===== src/rtl/mouse_line_drawer.sv =====
// Mouse-driven line drawer: walks a Bresenham line from the last pen position to the
// pointer and streams THICK-pixel-tall writes into a 1-bit framebuffer.
//
// state | meaning
// IDLE  | waiting for a button press or a pointer move while the pen is down
// LINE  | emitting sub-pixel writes for the current line, mouse inputs ignored
module mouse_line_drawer #(
   parameter int H_RES = 640,
   parameter int V_RES = 480,
   parameter int XW    = 10,
   parameter int YW    = 10,
   parameter int AW    = 19,
   parameter int THICK = 2
) (
   input  logic          clk,
   input  logic          rst,
   input  logic [XW-1:0] MOUSE_X_POS,
   input  logic [YW-1:0] MOUSE_Y_POS,
   input  logic          MOUSE_LEFT,
   input  logic          MOUSE_RIGHT,
   input  logic          wr_ready,
   output logic [AW-1:0] write_addr,
   output logic          write_enable,
   output logic          write_data,
   output logic          busy
);

   localparam int W = ((XW > YW) ? XW : YW) + 2;

   typedef enum logic {IDLE, LINE} state_t;

   state_t               state;
   logic [XW-1:0]        anchor_x, cur_x, end_x;
   logic [YW-1:0]        anchor_y, cur_y, end_y;
   logic                 pen_down;
   logic signed [W-1:0]  err, dx, dy;
   logic                 sx_neg, sy_neg;
   logic [2:0]           k;

   function automatic logic [AW-1:0] pix_addr(input logic [XW-1:0] x, input logic [YW-1:0] y);
      return AW'(y) * AW'(H_RES) + AW'(x);
   endfunction

   logic [XW-1:0]       pos_x, x0;
   logic [YW-1:0]       pos_y, y0;
   logic                button, start;
   logic signed [W-1:0] x0s, x1s, y0s, y1s, ddx, ddy, abs_dx, abs_dy;

   always_comb begin
      pos_x  = (32'(MOUSE_X_POS) >= 32'(H_RES)) ? XW'(H_RES - 1) : MOUSE_X_POS;
      pos_y  = (32'(MOUSE_Y_POS) >= 32'(V_RES)) ? YW'(V_RES - 1) : MOUSE_Y_POS;
      button = MOUSE_LEFT | MOUSE_RIGHT;
      start  = button && (!pen_down || pos_x != anchor_x || pos_y != anchor_y);
      // a fresh press draws a single point at the pointer; a drag starts at the anchor
      x0     = pen_down ? anchor_x : pos_x;
      y0     = pen_down ? anchor_y : pos_y;
      x0s    = $signed(W'(x0));
      x1s    = $signed(W'(pos_x));
      y0s    = $signed(W'(y0));
      y1s    = $signed(W'(pos_y));
      ddx    = x1s - x0s;
      ddy    = y1s - y0s;
      abs_dx = (ddx < 0) ? -ddx : ddx;
      abs_dy = (ddy < 0) ? -ddy : ddy;
   end

   logic signed [W:0]   e2;
   logic                step_x, step_y, at_end, next_sub_ok;
   logic signed [W-1:0] err_n;
   logic [XW-1:0]       nx;
   logic [YW-1:0]       ny;

   always_comb begin
      e2          = $signed({err, 1'b0});
      step_x      = (e2 >= dy);
      step_y      = (e2 <= dx);
      err_n       = err + (step_x ? dy : W'(0)) + (step_y ? dx : W'(0));
      nx          = step_x ? (sx_neg ? cur_x - XW'(1) : cur_x + XW'(1)) : cur_x;
      ny          = step_y ? (sy_neg ? cur_y - YW'(1) : cur_y + YW'(1)) : cur_y;
      at_end      = (cur_x == end_x) && (cur_y == end_y);
      // sub-pixels below the bottom edge are skipped without spending a cycle
      next_sub_ok = (32'(k) + 32'd1 < 32'(THICK)) &&
                    (32'(cur_y) + 32'(k) + 32'd1 < 32'(V_RES));
   end

   always_ff @(posedge clk or posedge rst) begin
      if (rst) begin
         state        <= IDLE;
         anchor_x     <= '0;
         anchor_y     <= '0;
         pen_down     <= 1'b0;
         cur_x        <= '0;
         cur_y        <= '0;
         end_x        <= '0;
         end_y        <= '0;
         err          <= '0;
         dx           <= '0;
         dy           <= '0;
         sx_neg       <= 1'b0;
         sy_neg       <= 1'b0;
         k            <= '0;
         write_addr   <= '0;
         write_enable <= 1'b0;
         write_data   <= 1'b0;
         busy         <= 1'b0;
      end else begin
         case (state)
            IDLE: begin
               if (!button) begin
                  pen_down <= 1'b0;
               end else if (start) begin
                  if (!pen_down) begin
                     anchor_x <= pos_x;
                     anchor_y <= pos_y;
                     pen_down <= 1'b1;
                  end
                  cur_x        <= x0;
                  cur_y        <= y0;
                  end_x        <= pos_x;
                  end_y        <= pos_y;
                  dx           <= abs_dx;
                  dy           <= -abs_dy;
                  sx_neg       <= (x1s < x0s);
                  sy_neg       <= (y1s < y0s);
                  err          <= abs_dx - abs_dy;
                  k            <= '0;
                  write_addr   <= pix_addr(x0, y0);
                  write_data   <= MOUSE_LEFT;
                  write_enable <= 1'b1;
                  busy         <= 1'b1;
                  state        <= LINE;
               end
            end
            LINE: begin
               if (wr_ready) begin
                  if (next_sub_ok) begin
                     k          <= k + 3'd1;
                     write_addr <= write_addr + AW'(H_RES);
                  end else if (at_end) begin
                     anchor_x     <= end_x;
                     anchor_y     <= end_y;
                     write_enable <= 1'b0;
                     busy         <= 1'b0;
                     state        <= IDLE;
                  end else begin
                     cur_x      <= nx;
                     cur_y      <= ny;
                     err        <= err_n;
                     k          <= '0;
                     write_addr <= pix_addr(nx, ny);
                  end
               end
            end
            default: state <= IDLE;
         endcase
      end
   end

endmodule


===== config.mk =====
export PLATFORM = sky130hd
export DESIGN_NAME = mouse_line_drawer
export DESIGN_NICKNAME = d
export VERILOG_FILES = /design/src/rtl/mouse_line_drawer.sv
export SDC_FILE = /design/constraint.sdc
export NUM_CORES = 1
export LEC_CHECK = 0
export ABC_CLOCK_PERIOD_IN_PS = 10700
export CAP_MARGIN = 40
export CORE_AREA = 2 2 178 180
export CTS_CLUSTER_SIZE = 10
export DETAILED_ROUTE_END_ITERATION = 7
export DIE_AREA = 0 0 180 182
export GPL_ROUTABILITY_DRIVEN = 0
export GPL_TIMING_DRIVEN = 0
export MAX_ROUTING_LAYER = met4
export RECOVER_POWER = 100
export SETUP_SLACK_MARGIN = 0.05
export SYNTH_ARGS = -nofsm -noshare
export SYNTH_HDL_FRONTEND = slang
export SYNTH_SLANG_ARGS = --single-unit
export TNS_END_PERCENT = 1

===== constraint.sdc =====
create_clock -name clk -period 10.7 [get_ports clk]
set_input_delay 3.21 -clock clk [delete_from_list [all_inputs] [get_ports clk]]
set_output_delay 3.21 -clock clk [all_outputs]
set_load 0.02 [all_outputs]

**Word level (Yosys, flattened, before mapping)**

Cells that the tools add are included.
W data, S select, Z words.

- Flip-flop bits (word level): 124
- Latch bits: 0
- Memory bits (writable): 0
- ROM bits: 0
- Input port bits: 25
- Logic and storage cells: 136
- Memories kept: 0

- Add/sub/neg operators: 19
- Multipliers: 2
- Div/mod/pow operators: 0
- $lt $le $gt $ge: 10
- Equal/unequal tests: 12
- Shift-type cells: 0
- Multiplexer cells: 63
- Bitwise gates (word level): 2
- Reductions and logical operators: 11

Operators with widths:

| cell | number |
|---|---|
| $mux W10 | 24 |
| $mux W12 | 9 |
| $mux W19 | 5 |
| $pmux W10 S2 | 4 |
| $add A19 B10 Y19 | 2 |
| $pmux W19 S2 | 1 |
| $add A12 B12 Y12 | 2 |
| $mul A10 B3 Y12 const B | 2 |
| $neg A11 Y12 | 2 |
| $pmux W12 S2 | 1 |
| $lt A11 B1 Y1 const B | 2 |
| $sub A10 B10 Y11 | 2 |
| $add A10 B1 Y10 const B | 2 |
| $eq A10 B10 Y1 | 2 |
| $lt A10 B10 Y1 | 2 |
| $ne A10 B10 Y1 | 2 |
| $sub A10 B1 Y10 const B | 2 |
| $add A19 B10 Y19 const B | 1 |
| $mux W3 | 5 |
| $ge A13 B12 Y1 | 1 |
| $le A13 B12 Y1 | 1 |
| $add A11 B1 Y12 const B | 1 |
| $lt A12 B9 Y1 const B | 1 |
| $neg A12 Y12 | 1 |
| 22 further kinds | 42 |

**Logic depth before layout (Yosys ltp)**

- Word-level depth: 10
- Gate-level depth with buffers: 29
- Gate-level depth less buffers: 27

**Worst setup path after synthesis**

Ideal clock, no wire load.

- Path type: input to register
- Start: in MOUSE_Y_POS[9]
- End: reg err[10]
- Data arrival time: 8.163 ns
- Data required time: 10.571 ns
- Slack: 2.408 ns
- Cell stages on the path: 24
- Buffers on the path: 3
- Cell sequence: buf_2 a41o_2 buf_6 or2_2 mux2_2 fa_1 nor2b_1 nor3_1 a31oi_1 nand4_1 a21oi_1 buf_2 nor2_1 xor2_1 ha_1 inv_1 o21ai_0 a21oi_1 o21bai_1 a21o_1 maj3_2 a2111oi_4 o32a_1 nand3_1

- Cells in the longest elaborated chain, start to end: 10
- Elaborated cells between the ends (all ways): 16

Ends and longest elaborated chain:

| item | line | text |
|---|---|---|
| start, declared | 18 | `input logic [YW-1:0] MOUSE_Y_POS,` |
| $ge A10 B9 Y1 * | 51 | `pos_y = (32'(MOUSE_Y_POS) >= 32'(V_RES)) ? YW'(V_RES - 1) : MOUSE_Y_POS;` |
| $mux W10 * | 51 |  |
| via pos_y[1] | 45 | `logic [YW-1:0] pos_y, y0;` |
| $mux W10 | -- |  |
| $sub A10 B10 Y11 | 62 | `ddy = y1s - y0s;` |
| $neg A11 Y12 or $lt A11 B1 Y1 (tied branches) | 64 | `abs_dy = (ddy < 0) ? -ddy : ddy;` |
| $mux W12 | 64 |  |
| $sub A12 B12 Y12 | 125 | `err <= abs_dx - abs_dy;` |
| $mux W12 | 111 | `end else if (start) begin` |
| $mux W12 | 109 | `if (!button) begin` |
| $pmux W12 S2 | 107 | `case (state)` |
| end signal, assigned | 125 |  |
| end signal, assigned | 148 | `err <= err_n;` |
| end, declared | 36 | `logic signed [W-1:0] err, dx, dy;` |

The timed path passes the listed nets; every way through them passes the cells marked *. The select of a mux whose other input is x is not followed.
A chain may end at the register's enable or synchronous reset.

**Final worst setup path**

- Start: in MOUSE_Y_POS[5]
- End: reg err[10]

The elaborated chain is that of the path after synthesis.

==> run metrics <==
Iteration-0 DRC Markers 872; CTS root buf clkbuf_16; CTS resizes 0; core area 30990 sq um; sequence of cells on the critical path dlygate4sd3_1, a41o_2, clkbuf_1, or2_2, mux2_2, fa_1, nor2b_1, nor3_1, a31oi_1, nand4_1, a21oi_1, clkbuf_1, nor2_1, xor2_1, ha_1, inv_1, o21ai_0, a21oi_1, o21bai_1, a21o_1, maj3_1, a2111oi_4, o32a_1, nand3_1; CP Max Fanout 10; area of the mapped netlist 12240 sq um; pwr dens 323.9 nW/um^2; max_cap viols 2; RSZ-0062 raised after global routing false; WP buf/inv 4; Crit path max-delay family compound AO/OA/AOI/OAI gates; number of flops mapped to enable cells by yosys 0; first-pass GRT wire length 61.69 mm; Post-Synthesis Net Count 1628; Synth Instances 1466; Final min period 9.701 ns; via count 11071; die extent in x 180 um; clock slew at reported path FFs 0.06 ns; leakage 6.060 nW; CTS max path bufs 2; Startpoint Class input port; Buffers on Ports 44; Worst EP arrival 10.01 ns; CTS tree yes; Worst-Skew Late Latency 0.45 ns; DP HPWL 31.06 mm; First-pass DRT Iterations 5; DIE HEIGHT 182 um; post-synth top area cell dfrtp_1; initial antenna violation count 1; Starting Density 0.3952; Slew @ Worst Pin 3.928 ns; Worst EP required 11.01 ns; syn avg cell area 8.352 sq um; Register Area 3103 sq um; # hold bufs at CTS 0; Synth area leaders dfrtp_1 25%, ha_1 12%, xnor2_1 6.4%; most numerous cell in the Yosys netlist nor2_1; row count 65; Worst slew margin -1.618; fmax 103.1 MHz; drt wl/cell 20.02 um; final hold vios 0; status complete, but fails checks; Tot GR Track Use 0.2491; Final #Nets 1694; area of the multi-input gates 8407 sq um; class of the most critical setup path input port to flop; GR Overflow Total 0; Avg Vias per Cell 5.686; Syn-to-layout area delta 12.55%; worst clock skew 0.01766 ns; Top Ports 47; Tightest Hold Check Type flop to flop; register area share after synthesis 0.2534; FF+latch count, synth 124; slowest cell on the critical path dlygate4sd3_1; period utilization 0.9066; largest net degree at the start of global routing 70; Setup Buffers After CTS 0; Routed Wire Length 38.97 mm; failing checks capacitance limit, slew limit; Yosys Warn Count 0; Crit path largest cell delay 0.65 ns; unique cell type count in the Yosys netlist 91; Max rail drop VDD 0.0002684 V; Remaining DRCs 0; Async S/R FF share, synth 1.000; number of buffers created by CTS 17; total negative slack 0 ns; clock sink total 124; Final Setup Violations 0; n_diodes 0; Max Slew Vio Count 127; H-tree level count 4; Top FF cell, synth dfrtp_1; die area 32760 sq um; fin util 0.4447; Routed Antenna Nets 0; vias in the first global route 10816; Layout fillers 3063; Synth top area share 0.2534; CP Capture Type flop; top cell types by occurrence after synthesis 128 x nor2_1, 124 x dfrtp_1, 120 x inv_1; fraction of layout cells with a size suffix above 1 0.05696
per-stage QoR:
stage / area [sq um] / hold slack [ns] / power (mW) / instances / setup slack (ns)
after CTS: 13840 / 0.4987 / 4.494 / 1947 / 1.497
after global placement: 13190 / 0.4787 / 3.810 / 1912 / 1.217
after floorplan: 12240 / 0.4632 / 3.079 / 1466 / 2.408
after global routing: 13780 / 0.5127 / 4.879 / 1947 / 0.5011
after detailed placement: 13230 / 0.4851 / 3.850 / 1915 / 1.083
final: 13780 / 0.4846 / 4.464 / 1947 / 0.9992
where the power goes:
group / switching (mW) / internal, mW
clock: 0.233 / 0.389
sequential: 0.160 / 0.592
combinational: 1.73 / 1.36
layout by cell type, fill, tap and decap left out, types with 7 or more instances in the layout:
cell type and instances:
a211oi_1 7, nand4_1 10, dlygate4sd3_1 25, xnor2_1 89
mux2_2 29, buf_2 7, o21a_1 25, o21bai_1 17
a31oi_1 19, o32ai_1 13, nor4_1 9, nor2b_1 13
a21boi_0 9, clkbuf_16 17, inv_1 119, a21oi_1 119
a21o_1 21, fa_1 20, clkbuf_1 55, ha_1 117
o22ai_1 7, nor3_1 14, o211ai_1 17, or3_1 14
dfrtp_1 124, and3_1 11, nand2b_1 12, o21ai_0 103
clkdlybuf4s50_1 19, nor2_1 128, xor2_1 49, nand3_1 26
and2_1 28, mux2i_1 19, nand2_1 100
logic make-up (layout without fill, tap and decap cells):
family | after synthesis | in the layout | share of synthesized area
AO/OA/AOI/OAI | 424 | 424 | 0.2237
multiplexers | 49 | 49 | 0.04312
adder cells (fa/ha/maj) | 141 | 141 | 0.1556
buffers and inverters | 182 | 261 | 0.05825
AND/OR/NAND/NOR | 404 | 404 | 0.1614
XOR/XNOR | 142 | 142 | 0.1045
flip-flops | 124 | 124 | 0.2534
layer usage:
layer	GRT usage	share of wire	vias up
met2	0.3888	0.45	372
met5	-	0	-
li1	-	-	5333
met3	0.03089	0.060	57
met1	0.3378	0.46	5309
met4	0.07740	0.025	0
registers in the layout, indices dropped and copies added (netlist names):
| signal | cells |
|---|---|
| err | 12 |
| cur_x | 10 |
| write_data | 1 |
| busy | 1 |
| cur_y | 10 |
| end_y | 10 |
| sx_neg | 1 |
| anchor_x | 10 |
| anchor_y | 10 |
| dx | 12 |
| write_addr | 19 |
| end_x | 10 |
| dy | 12 |
| sy_neg | 1 |
| state | 1 |
| k | 3 |
| pen_down | 1 |
final cells by class:
type	instances	share of cell area
Multi-Input combinational cell	1160	0.6100
Sequential cell	124	0.2252
Tap cell	402	0.03650
Timing Repair Buffer	47	0.03314
Inverter	121	0.03305
Clock buffer	21	0.03196
Buffer	61	0.01798
Clock inverter	11	0.01217
worst paths after layout:
check | startpoint | slack, ns | to | cells past startpoint
max in group asynchronous | rst | 2.11 | dy[6] | 3
max | MOUSE_Y_POS[5] | 1.0 | err[10] | 24
min reg2reg | write_addr[2] | 0.48 | write_addr[2] | 1
min in group asynchronous | rst | 3.96 | cur_x[0] | 2
min | write_addr[2] | 0.48 | write_addr[2] | 1
max reg2reg | pen_down | 3.08 | err[10] | 24
No activity file was read; power rests on OpenSTA's default activity.
